==> config.mk <==
export PLATFORM = sky130hd
export DESIGN_NAME = banco_registradores_sb
export DESIGN_NICKNAME = d
export VERILOG_FILES = /design/src/rtl/banco_registradores_sb.sv
export SDC_FILE = /design/constraint.sdc
export NUM_CORES = 1
export LEC_CHECK = 0
export ABC_AREA = 1
export BUFFER_PORTS_ARGS = -buffer_cell sky130_fd_sc_hd__buf_2
export CORE_ASPECT_RATIO = 0.8
export CORE_MARGIN = 4
export CORE_UTILIZATION = 25
export DETAILED_ROUTE_END_ITERATION = 12
export PLACE_DENSITY = 0.48
export SLEW_MARGIN = 20
export SYNTH_ARGS = -nofsm -noshare
export SYNTH_HDL_FRONTEND = slang
export SYNTH_SLANG_ARGS = --single-unit
==> constraint.sdc <==
create_clock -name clock -period 2.5 [get_ports clock]
set_input_delay 0.25 -clock clock [delete_from_list [all_inputs] [get_ports clock]]
set_output_delay 0.25 -clock clock [all_outputs]
set_load 0.05 [all_outputs]
==> src/rtl/banco_registradores_sb.sv <==
// Register bank with one write port and two registered read ports. Writes are
// bypassed to same-cycle reads, and each register has a busy bit for in-order issue.
// Optional feature: define REG0_ZERO_EN to hardwire register 0 to zero.
module banco_registradores_sb #(
  parameter int unsigned DATA_W = 32,
  parameter int unsigned ADDR_W = 4,
  parameter int unsigned DEPTH  = (1 << ADDR_W)
) (
  input  logic              clock,
  input  logic              reset,
  input  logic              wr_en,
  input  logic [ADDR_W-1:0] wr_addr,
  input  logic [DATA_W-1:0] wr_data,
  input  logic              rsv_en,
  input  logic [ADDR_W-1:0] rsv_addr,
  input  logic              rd_en,
  input  logic [ADDR_W-1:0] rd_addr_a,
  input  logic [ADDR_W-1:0] rd_addr_b,
  output logic [DATA_W-1:0] rd_data_a,
  output logic [DATA_W-1:0] rd_data_b,
  output logic              busy_a,
  output logic              busy_b,
  output logic              rd_valid
);

  logic [DATA_W-1:0] mem_q [DEPTH];
  logic [DATA_W-1:0] mem_d [DEPTH];
  logic [DEPTH-1:0]  busy_q;
  logic [DEPTH-1:0]  busy_d;

  logic              wr_hit;
  logic              rsv_hit;
  logic [DATA_W-1:0] rd_data_a_d;
  logic [DATA_W-1:0] rd_data_b_d;
  logic              busy_a_d;
  logic              busy_b_d;

  // An address is usable if it falls inside the bank (and is not the zero register).
  function automatic logic addr_ok(input logic [ADDR_W-1:0] addr);
    logic ok;
    ok = (32'(addr) < DEPTH);
`ifdef REG0_ZERO_EN
    ok = ok && (addr != '0);
`endif
    return ok;
  endfunction

  assign wr_hit  = wr_en && addr_ok(wr_addr);
  assign rsv_hit = rsv_en && addr_ok(rsv_addr);

  // Next state of the bank; reserve is applied after the write so it wins on busy.
  always_comb begin
    mem_d  = mem_q;
    busy_d = busy_q;
    for (int unsigned i = 0; i < DEPTH; i++) begin
      if (wr_hit && (wr_addr == ADDR_W'(i))) begin
        mem_d[i]  = wr_data;
        busy_d[i] = 1'b0;
      end
      if (rsv_hit && (rsv_addr == ADDR_W'(i))) begin
        busy_d[i] = 1'b1;
      end
    end
  end

  // Reads look at the post-update state, which gives write-first bypass for free.
  always_comb begin
    rd_data_a_d = '0;
    rd_data_b_d = '0;
    busy_a_d    = 1'b0;
    busy_b_d    = 1'b0;
    for (int unsigned i = 0; i < DEPTH; i++) begin
      if (addr_ok(rd_addr_a) && (rd_addr_a == ADDR_W'(i))) begin
        rd_data_a_d = mem_d[i];
        busy_a_d    = busy_d[i];
      end
      if (addr_ok(rd_addr_b) && (rd_addr_b == ADDR_W'(i))) begin
        rd_data_b_d = mem_d[i];
        busy_b_d    = busy_d[i];
      end
    end
  end

  always_ff @(posedge clock) begin
    if (!reset) begin
      for (int unsigned i = 0; i < DEPTH; i++) begin
        mem_q[i] <= '0;
      end
      busy_q    <= '0;
      rd_data_a <= '0;
      rd_data_b <= '0;
      busy_a    <= 1'b0;
      busy_b    <= 1'b0;
      rd_valid  <= 1'b0;
    end else begin
      mem_q    <= mem_d;
      busy_q   <= busy_d;
      rd_valid <= rd_en;
      if (rd_en) begin
        rd_data_a <= rd_data_a_d;
        rd_data_b <= rd_data_b_d;
        busy_a    <= busy_a_d;
        busy_b    <= busy_b_d;
      end
    end
  end

endmodule

-- Word level (Yosys, flattened, before mapping)
Cells that the tools add are included.
- flip-flop bits (word level): 595
- output and inout port bits: 67
- word-level logic and storage cells: 230
- equality and inequality tests: 60
- multiplexer cells: 112
- reduce and logical (&&, ||, !) cells: 36
- operator list (operator ; number):
    2-to-1 mux 32 bit ; 48
    == test 4 bit, second input constant ; 32
    == test 4 x 3 -> 1 bit, second input constant ; 16
    2-to-1 mux 1 bit ; 64
    == test 4 x 2 -> 1 bit, second input constant ; 8
    logical AND 1 bit ; 32
    == test 4 x 1 -> 1 bit, second input constant ; 4
    logical NOT 4 bit ; 4

-- Depth between registers and ports, before layout
Gate-level depths: netlist of run 1.
- word-level depth: 20
- depth in mapped cells: 19
- mapped depth without buffers: 17

-- Worst setup path before layout of run 1
OpenSTA, ideal clock, no wires.
- path type: input-to-reg
- from: input port wr_en
- to: register rd_data_b[3]
- data arrival time: 1778 ps
- required time: 2368 ps
- slack: 590 ps
- stages: 17
- path through: buf_4 -> nand2_2 -> nor2_4 -> nand2_2 -> inv_1 -> clkbuf_2 -> or2_2 -> o21ai_0 -> inv_1 -> nand2_1 -> nand4_1 -> nand2_1 -> nand3_1 -> nor3_1 -> nand4_1 -> nand2_1 -> a21oi_1
- longest elaborated chain between the ends: 18
- elaborated cells between the ends (all ways): 48
- ends and longest elaborated chain (what ; RTL line ; RTL):
    start, declared ; 11 ; input logic wr_en,
    logical AND 1 bit ; 56 ; if (wr_hit && (wr_addr == ADDR_W'(i))) begin
    2-to-1 mux 32 bit ; 56 ;
    2-to-1 mux 32 bit (15 in a row) ; 77 ; if (addr_ok(rd_addr_b) && (rd_addr_b == ADDR_W'(i))) begin
    2-to-1 mux 32 bit * ; 77 ;
    end signal, assigned ; 101 ; rd_data_b <= rd_data_b_d;
    end, declared ; 20 ; output logic [DATA_W-1:0] rd_data_b,
Mark *: on every way between the ends. The rest lies on a longest branch, timed or not.
A chain may end at the register's enable or synchronous reset.

-- Final worst setup path of run 1
- from: input port wr_addr[2]
- to: register rd_data_b[13]
- longest elaborated chain between the ends: 19
- elaborated cells between the ends (all ways): 64
- ends and longest elaborated chain (what ; RTL line ; RTL):
    start, declared ; 12 ; input logic [ADDR_W-1:0] wr_addr,
    logical NOT 4 bit ; 56 ;
    logical AND 1 bit ; 56 ;
    2-to-1 mux 32 bit ; 56 ;
    2-to-1 mux 32 bit (15 in a row) ; 77 ;
    2-to-1 mux 32 bit * ; 77 ;
Marked as above.

==> results.sh, run 1 <==
export IMPL_finish_net_count=5498
export IMPL_ir_worst_vdd_uv=544
export IMPL_wl_um=127000
export IMPL_power_density_mw_per_mm2=566
export IMPL_setup_violations_final=0
export IMPL_finalClockSkew_ns=0.0180
export IMPL_die_x_um=402
export IMPL_place_congestion=0.903
export IMPL_fmax_ghz=0.466
export IMPL_placeableCoreArea_mm2=0.123
export IMPL_maxSlewViolCount=0
export IMPL_crit_type="in -> reg"
export IMPL_dieArea_mm2=0.130
export IMPL_power_w=0.0224
export IMPL_antenna_found_initial=3
export IMPL_power_leakage_nw=18.2
export IMPL_hold_path_class="in -> reg"
export IMPL_cts_tree="done"
export IMPL_required_ns=3.04
export IMPL_diodes=0
export IMPL_r2r_start="mem_q[361]"
export IMPL_timing_final_crit_share=0.859
export IMPL_grt_pass1_vias=30410
export IMPL_end_kind="flop"
export IMPL_drtPass1Iterations=6
export IMPL_clockRootBuffer="clkbuf_16"
export IMPL_port_buffers=119
export IMPL_antenna_left=0
export IMPL_overflow=0
export IMPL_crit_end="rd_data_b[13]"
export IMPL_synth_cell_types=38
export IMPL_place_hpwl_um=90100
export IMPL_path_clk_slew_ns=0.06
export IMPL_whs_ns=0.0218
export IMPL_r2r_end="rd_data_b[9]"
export IMPL_grt_pass1_wl_um=191000
export IMPL_rr_worst_depth=12
export IMPL_relSlewSlack=0.560
export IMPL_htreeDepth=2
export IMPL_setup_slack_ns=0.353
export IMPL_initial_core_util=0.252
export IMPL_rsz0062_at_grt="no"
export IMPL_avgSynthCellArea_um2=6.15
export IMPL_fin_crit_ns=2.15
export IMPL_cp_startpoint="wr_addr[2]"
export IMPL_cts_sinks=595
export IMPL_ys_ff_latch=595
export IMPL_grt_max_degree=77
export IMPL_startpoint_type="input pin"
export IMPL_synth_area_mm2=0.0310
export IMPL_final_util=0.321
export IMPL_clk_latency_ns=0.67
export IMPL_syn_nets=5095
export IMPL_first_iter_violations=2687
export IMPL_drt_wirelength_per_cell_um=17.9
export IMPL_via_per_inst=4.61
export IMPL_yosys_warnings=0
export IMPL_worst_pin_slew_ns=0.653
export IMPL_area_growth_pct=27.4
export IMPL_status="finished clean"
export IMPL_cts_buffers=61
export IMPL_arrival_ns=2.69
export IMPL_drc=0
export IMPL_cap_viol_max_count=0
export IMPL_yosysSeqAreaShare=0.384
export IMPL_vias=32903
export IMPL_clock_path_buffers=3
export IMPL_io_pins=120
export IMPL_grt_usage=0.190
export IMPL_synthCells=5042
export IMPL_rrSetupSlack_ns=0.56
export IMPL_std_cell_rows=115
export IMPL_place_ws_ns=-0.331
export IMPL_dieHeight_um=323
export IMPL_critPathMaxFanout=18
export IMPL_final_layout_size_suffix_gt1_frac=0.178
export IMPL_hold_violations=0
==> registers in the layout, summed over array words and instances (netlist names) <==
register and count:
rd_data_b 32, rd_data_a 32, mem_q 512, busy_a 1, rd_valid 1, busy_q 16, busy_b 1
==> cells in the final DEF (no fill, tap or decap), drive strengths merged <==
cell type	n
nand2	1298
and2	2
nor2	984
bufinv	8
buf	642
nor3	23
a32oi	1
dfxtp	595
clkbuf	81
a22oi	6
nand3	264
clkinvlp	5
a21oi	122
dlygate4sd3	10
o21a	9
nand3b	3
clkinv	28
nand2b	1
o2111ai	1
or2	195
o21ai	471
inv	563
o211ai	2
nand4	179
==> report_power, final <==
part           internal, W  total [W]  switching (W)
Sequential         0.00970    0.00976      0.0000680
Combinational     0.000813    0.00257        0.00176
Clock              0.00567     0.0100        0.00436
==> per-stage QoR <==
stage                     instances  area, µm²  setup TNS (ns)
after global placement         7010      37300          -13.10
after global routing           7131      39500               0
after CTS                      7131      39500               0
final                          7131      39500               0
after floorplan                5042      31000               0
after detailed placement       7010      37300          -11.91
==> worst max-delay path, stage by stage <==
cell     delay, ns
buf_2         0.13
nor2_2        0.17
buf_4         0.16
inv_2         0.06
nor2_2        0.28
buf_12        0.22
buf_12        0.12
buf_4         0.11
nand2_1       0.07
nand3_1       0.08
nand3_1       0.09
nor2_1        0.10
nand4_1       0.16
nor2_1        0.15
nand4_1       0.13
nor2_1        0.12
nand4_1       0.09
nand2_1       0.09
a21oi_1       0.06
==> worst min path at each step <==
stage          cells past startpoint  slack (ns)           from            end
6_report                           3        0.02    wr_data[14]     mem_q[334]
4_1_cts                            3      0.0009    wr_data[18]     mem_q[242]
5_1_grt                            3        0.02    wr_data[11]     mem_q[235]
2_1_floorplan                      2        0.35          reset       rd_valid
3_5_place_dp                       2        0.46  rd_data_a[26]  rd_data_a[26]
3_3_place_gp                       2        0.45  rd_data_b[25]  rd_data_b[25]
==> layout make-up <==
class	instances	area, µm²
Multi-Input combinational cell	3561	15700
Sequential cell	595	11900
Clock inverter	30	404
Fill cell	13558	83500
Clock buffer	81	1720
Timing Repair Buffer	652	5560
Tap cell	1638	2050
Inverter	574	2160
==> logic make-up (layout without fill, tap and decap cells) <==
| logic type | Yosys count | in the layout | share of synthesized area |
|---|---|---|---|
| flip-flops | 595 | 595 | 0.384 |
| AO/OA/AOI/OAI | 612 | 612 | 0.101 |
| AND/OR/NAND/NOR | 2949 | 2949 | 0.403 |
| buffers and inverters | 886 | 1337 | 0.112 |
==> Yosys cell counts <==
cell,n,area [µm²]
nand3_1,263,1320
o2111ai_1,1,8.76
nand4_1,179,1120
clkinv_1,15,56.3
nor3_1,16,80.1
o21ai_2,1,8.76
clkbuf_2,2,10.0
nor3_2,7,70.1
a32oi_1,1,8.76
buf_6,8,90.1
o21ai_1,15,75.1
nor2_2,5,31.3
nand2_4,1,11.3
a21oi_2,1,8.76
buf_4,10,75.1
or2_1,3,18.8
or2_0,19,119
buf_2,50,250
nand2_1,1292,4850
o21a_1,9,67.6
o21ai_0,455,2280
nor2_1,974,3660
or2_2,173,1080
clkbuf_1,234,878
a21oi_1,121,606
nand2_2,5,31.3
nor2_4,4,45.0
buf_1,8,30.0
nor2_8,1,20.0
inv_1,555,2080
nand2b_1,1,6.26
inv_2,4,15.0
a22oi_1,6,45.0
o211ai_1,2,15.0
dfxtp_1,595,11900
nand3_2,1,10.0
nand3b_1,3,22.5
and2_1,2,12.5
==> layer usage <==
layer  wire (µm)  vias up  track usage
li1            -    16491            -
met1       60700    15377        0.272
met2       56600      864        0.305
met3        7120      169       0.0222
met4        3060        2       0.0478
met5          10        -            0
==> timing repair <==
item	CTS	global route
hold endpoints to repair	19	0
resized for setup	0	0
setup buffers	0	0
hold buffers	10	0
No activity file was read; power rests on OpenSTA's default activity.
==> run 2: changes to the inputs <==
==> constraint.sdc (replaced) <==
create_clock -name clock -period 2.22 [get_ports clock]
set_input_delay 0.222 -clock clock [delete_from_list [all_inputs] [get_ports clock]]
set_output_delay 0.222 -clock clock [all_outputs]
set_load 0.05 [all_outputs]
==> results.sh, run 2 (synthesized netlist as in run 1, its figures left out) <==
export IMPL_vias=33595
export IMPL_required_ns=2.74
export IMPL_place_congestion=0.898
export IMPL_relSlewSlack=0.679
export IMPL_rrSetupSlack_ns=0.27
export IMPL_grt_pass1_vias=31302
export IMPL_finalClockSkew_ns=0.0238
export IMPL_final_layout_size_suffix_gt1_frac=0.215
export IMPL_end_kind="flop"
export IMPL_power_leakage_nw=19.4
export IMPL_grt_pass1_wl_um=192000
export IMPL_place_ws_ns=-0.674
export IMPL_wl_met2_um=55500
export IMPL_crit_path_frequent_cell="nor2_1"
export IMPL_io_pins=120
export IMPL_cts_tree="done"
export IMPL_crit_type="in -> reg"
export IMPL_dieHeight_um=323
export IMPL_path_buf_inv=4
export IMPL_layout_common_cells="1292 x nand2_1, 942 x nor2_1, 685 x buf_4"
export IMPL_area_growth_pct=34.3
export IMPL_hold_violations=0
export IMPL_rsz0062_at_grt="no"
export IMPL_antenna_found_initial=3
export IMPL_port_buffers=119
export IMPL_via_per_inst=4.55
export IMPL_fillers=13432
export IMPL_power_density_mw_per_mm2=612
export IMPL_timing_final_crit_share=0.945
export IMPL_first_iter_violations=2386
export IMPL_grt_usage=0.190
export IMPL_rr_worst_depth=14
export IMPL_die_x_um=402
export IMPL_reg_top3="mem_q: 512 flops, rd_data_a: 32 flops, rd_data_b: 32 flops"
export IMPL_final_common_cell="nand2_1"
export IMPL_critPathMaxFanout=33
export IMPL_top_register="mem_q"
export IMPL_place_hpwl_um=91400
export IMPL_cts_buffers=67
export IMPL_initial_core_util=0.252
export IMPL_cap_viol_max_count=0
export IMPL_wl_um=126000
export IMPL_power_w=0.0255
export IMPL_startpoint_type="input pin"
export IMPL_drc=0
export IMPL_maxSlewViolCount=0
export IMPL_setup_tns_ns=0
export IMPL_setup_violations_final=0
export IMPL_ir_worst_vdd_uv=481
export IMPL_clk_latency_ns=0.64
export IMPL_status="finished clean"
export IMPL_clock_path_buffers=3
export IMPL_hold_start="wr_data[21]"
export IMPL_finish_net_count=5751
export IMPL_critPathSlowestCell="a21oi_1"
export IMPL_dr_max_layer_used="met5"
export IMPL_wl_met1_um=60000
export IMPL_worst_pin_slew_ns=0.482
export IMPL_largest_register_ffs=512
export IMPL_fin_crit_ns=2.10
export IMPL_dp_cells=7259
export IMPL_hold_path_class="in -> reg"
export IMPL_placeableCoreArea_mm2=0.123
export IMPL_grt_max_degree=83
export IMPL_dr_wl_met3_um=6930
export IMPL_r2r_start="mem_q[410]"
export IMPL_fmax_ghz=0.477
export IMPL_htreeDepth=3
export IMPL_cpLargestDelayFamily="simple AND/OR/NAND/NOR gates"
export IMPL_whs_path_depth=3
export IMPL_antenna_left=0
export IMPL_path_clk_slew_ns=0.06
export IMPL_dieArea_mm2=0.130
export IMPL_path_cells="buf_2 > inv_1 > nor2_2 > nand2_2 > buf_12 > buf_12 > a21oi_1 > nor2_1 > nor2_1 > nand4_1 > nor2_1 > nand4_1 > nor2_1 > nand4_1 > nand2_1 > a21oi_1"
export IMPL_std_cell_rows=115
export IMPL_arrival_ns=2.62
export IMPL_cts_sinks=595
export IMPL_finalNonFillerCells=7384
export IMPL_drt_wirelength_per_cell_um=17.1
export IMPL_hold_path_end="mem_q[373]"
export IMPL_overflow=0
export IMPL_crit_path_max_incr_delay_ns=0.26
export IMPL_clockRootBuffer="clkbuf_16"
export IMPL_drtPass1Iterations=7
export IMPL_setup_slack_ns=0.123
export IMPL_r2r_end="rd_data_a[26]"
## run 2: cell count changes in the layout (fill, tap and decap cells not counted), sizes merged, moves of 3 or more
| cell | before | now |
|---|---|---|
| buf | 642 | 892 |
| clkinv | 28 | 20 |
| diode | 0 | 3 |
| dlygate4sd3 | 10 | 6 |
| clkinvlp | 5 | 1 |
| bufinv | 8 | 0 |
| clkbuf | 81 | 107 |
## run 2: power breakdown
group          total [W]  internal, W  leakage [nW]  switching, W
logic            0.00312      0.00111          13.5       0.00201
registers         0.0110       0.0109          4.82     0.0000752
clock network     0.0114      0.00655          1.08       0.00484
## run 2: area by class of cell
cell class,count,area (µm²),area share
multi-input cells,3561,15800,0.379
inverters,574,2160,0.0519
diodes,3,7.51,0.000180
flip-flops and latches,595,11900,0.286
clock buffers,106,2130,0.0511
well taps,1638,2050,0.0492
repair buffers,899,7580,0.182
clock inverters,8,46.3,0.00111
## run 2: layer usage
layer,vias up,GRT usage
met4,2,0.0554
met1,15467,0.264
met3,212,0.0324
met2,901,0.303
met5,-,0
li1,17013,-
## run 2: worst max path at each step
stage	start	to	slack (ns)	cells after the start
2_1_floorplan	wr_en	rd_data_b[3]	0.34	17
3_3_place_gp	wr_addr[2]	rd_data_a[25]	-0.69	19
3_5_place_dp	wr_addr[2]	rd_data_a[25]	-0.67	19
4_1_cts	wr_addr[2]	rd_data_a[25]	0.01	19
5_1_grt	wr_addr[0]	rd_data_b[8]	0.003	19
6_report	wr_en	rd_data_a[5]	0.12	16
## run 2: tightest hold or removal path, delay by kind of cell
family | cells | cell delay, ns
simple gates | 1 | 0.09
buf+inv | 1 | 0.19
compound gates | 1 | 0.14
## run 2: metrics by stage
step,hold WS [ns],instance area (µm²),util
global route,0.0184,41700,0.339
CTS,0.0203,41600,0.338
detailed placement,0.457,39300,0.320
global placement,0.455,39300,0.320
floorplan,0.320,31000,-
finish,0.0409,41700,0.339
## run 2: what timing repair did
item,4_1_cts,5_1_grt
resized for setup,0,15
hold endpoints to repair,11,0
setup endpoints to repair,0,38
hold buffers,6,0
buffers inserted,0,1
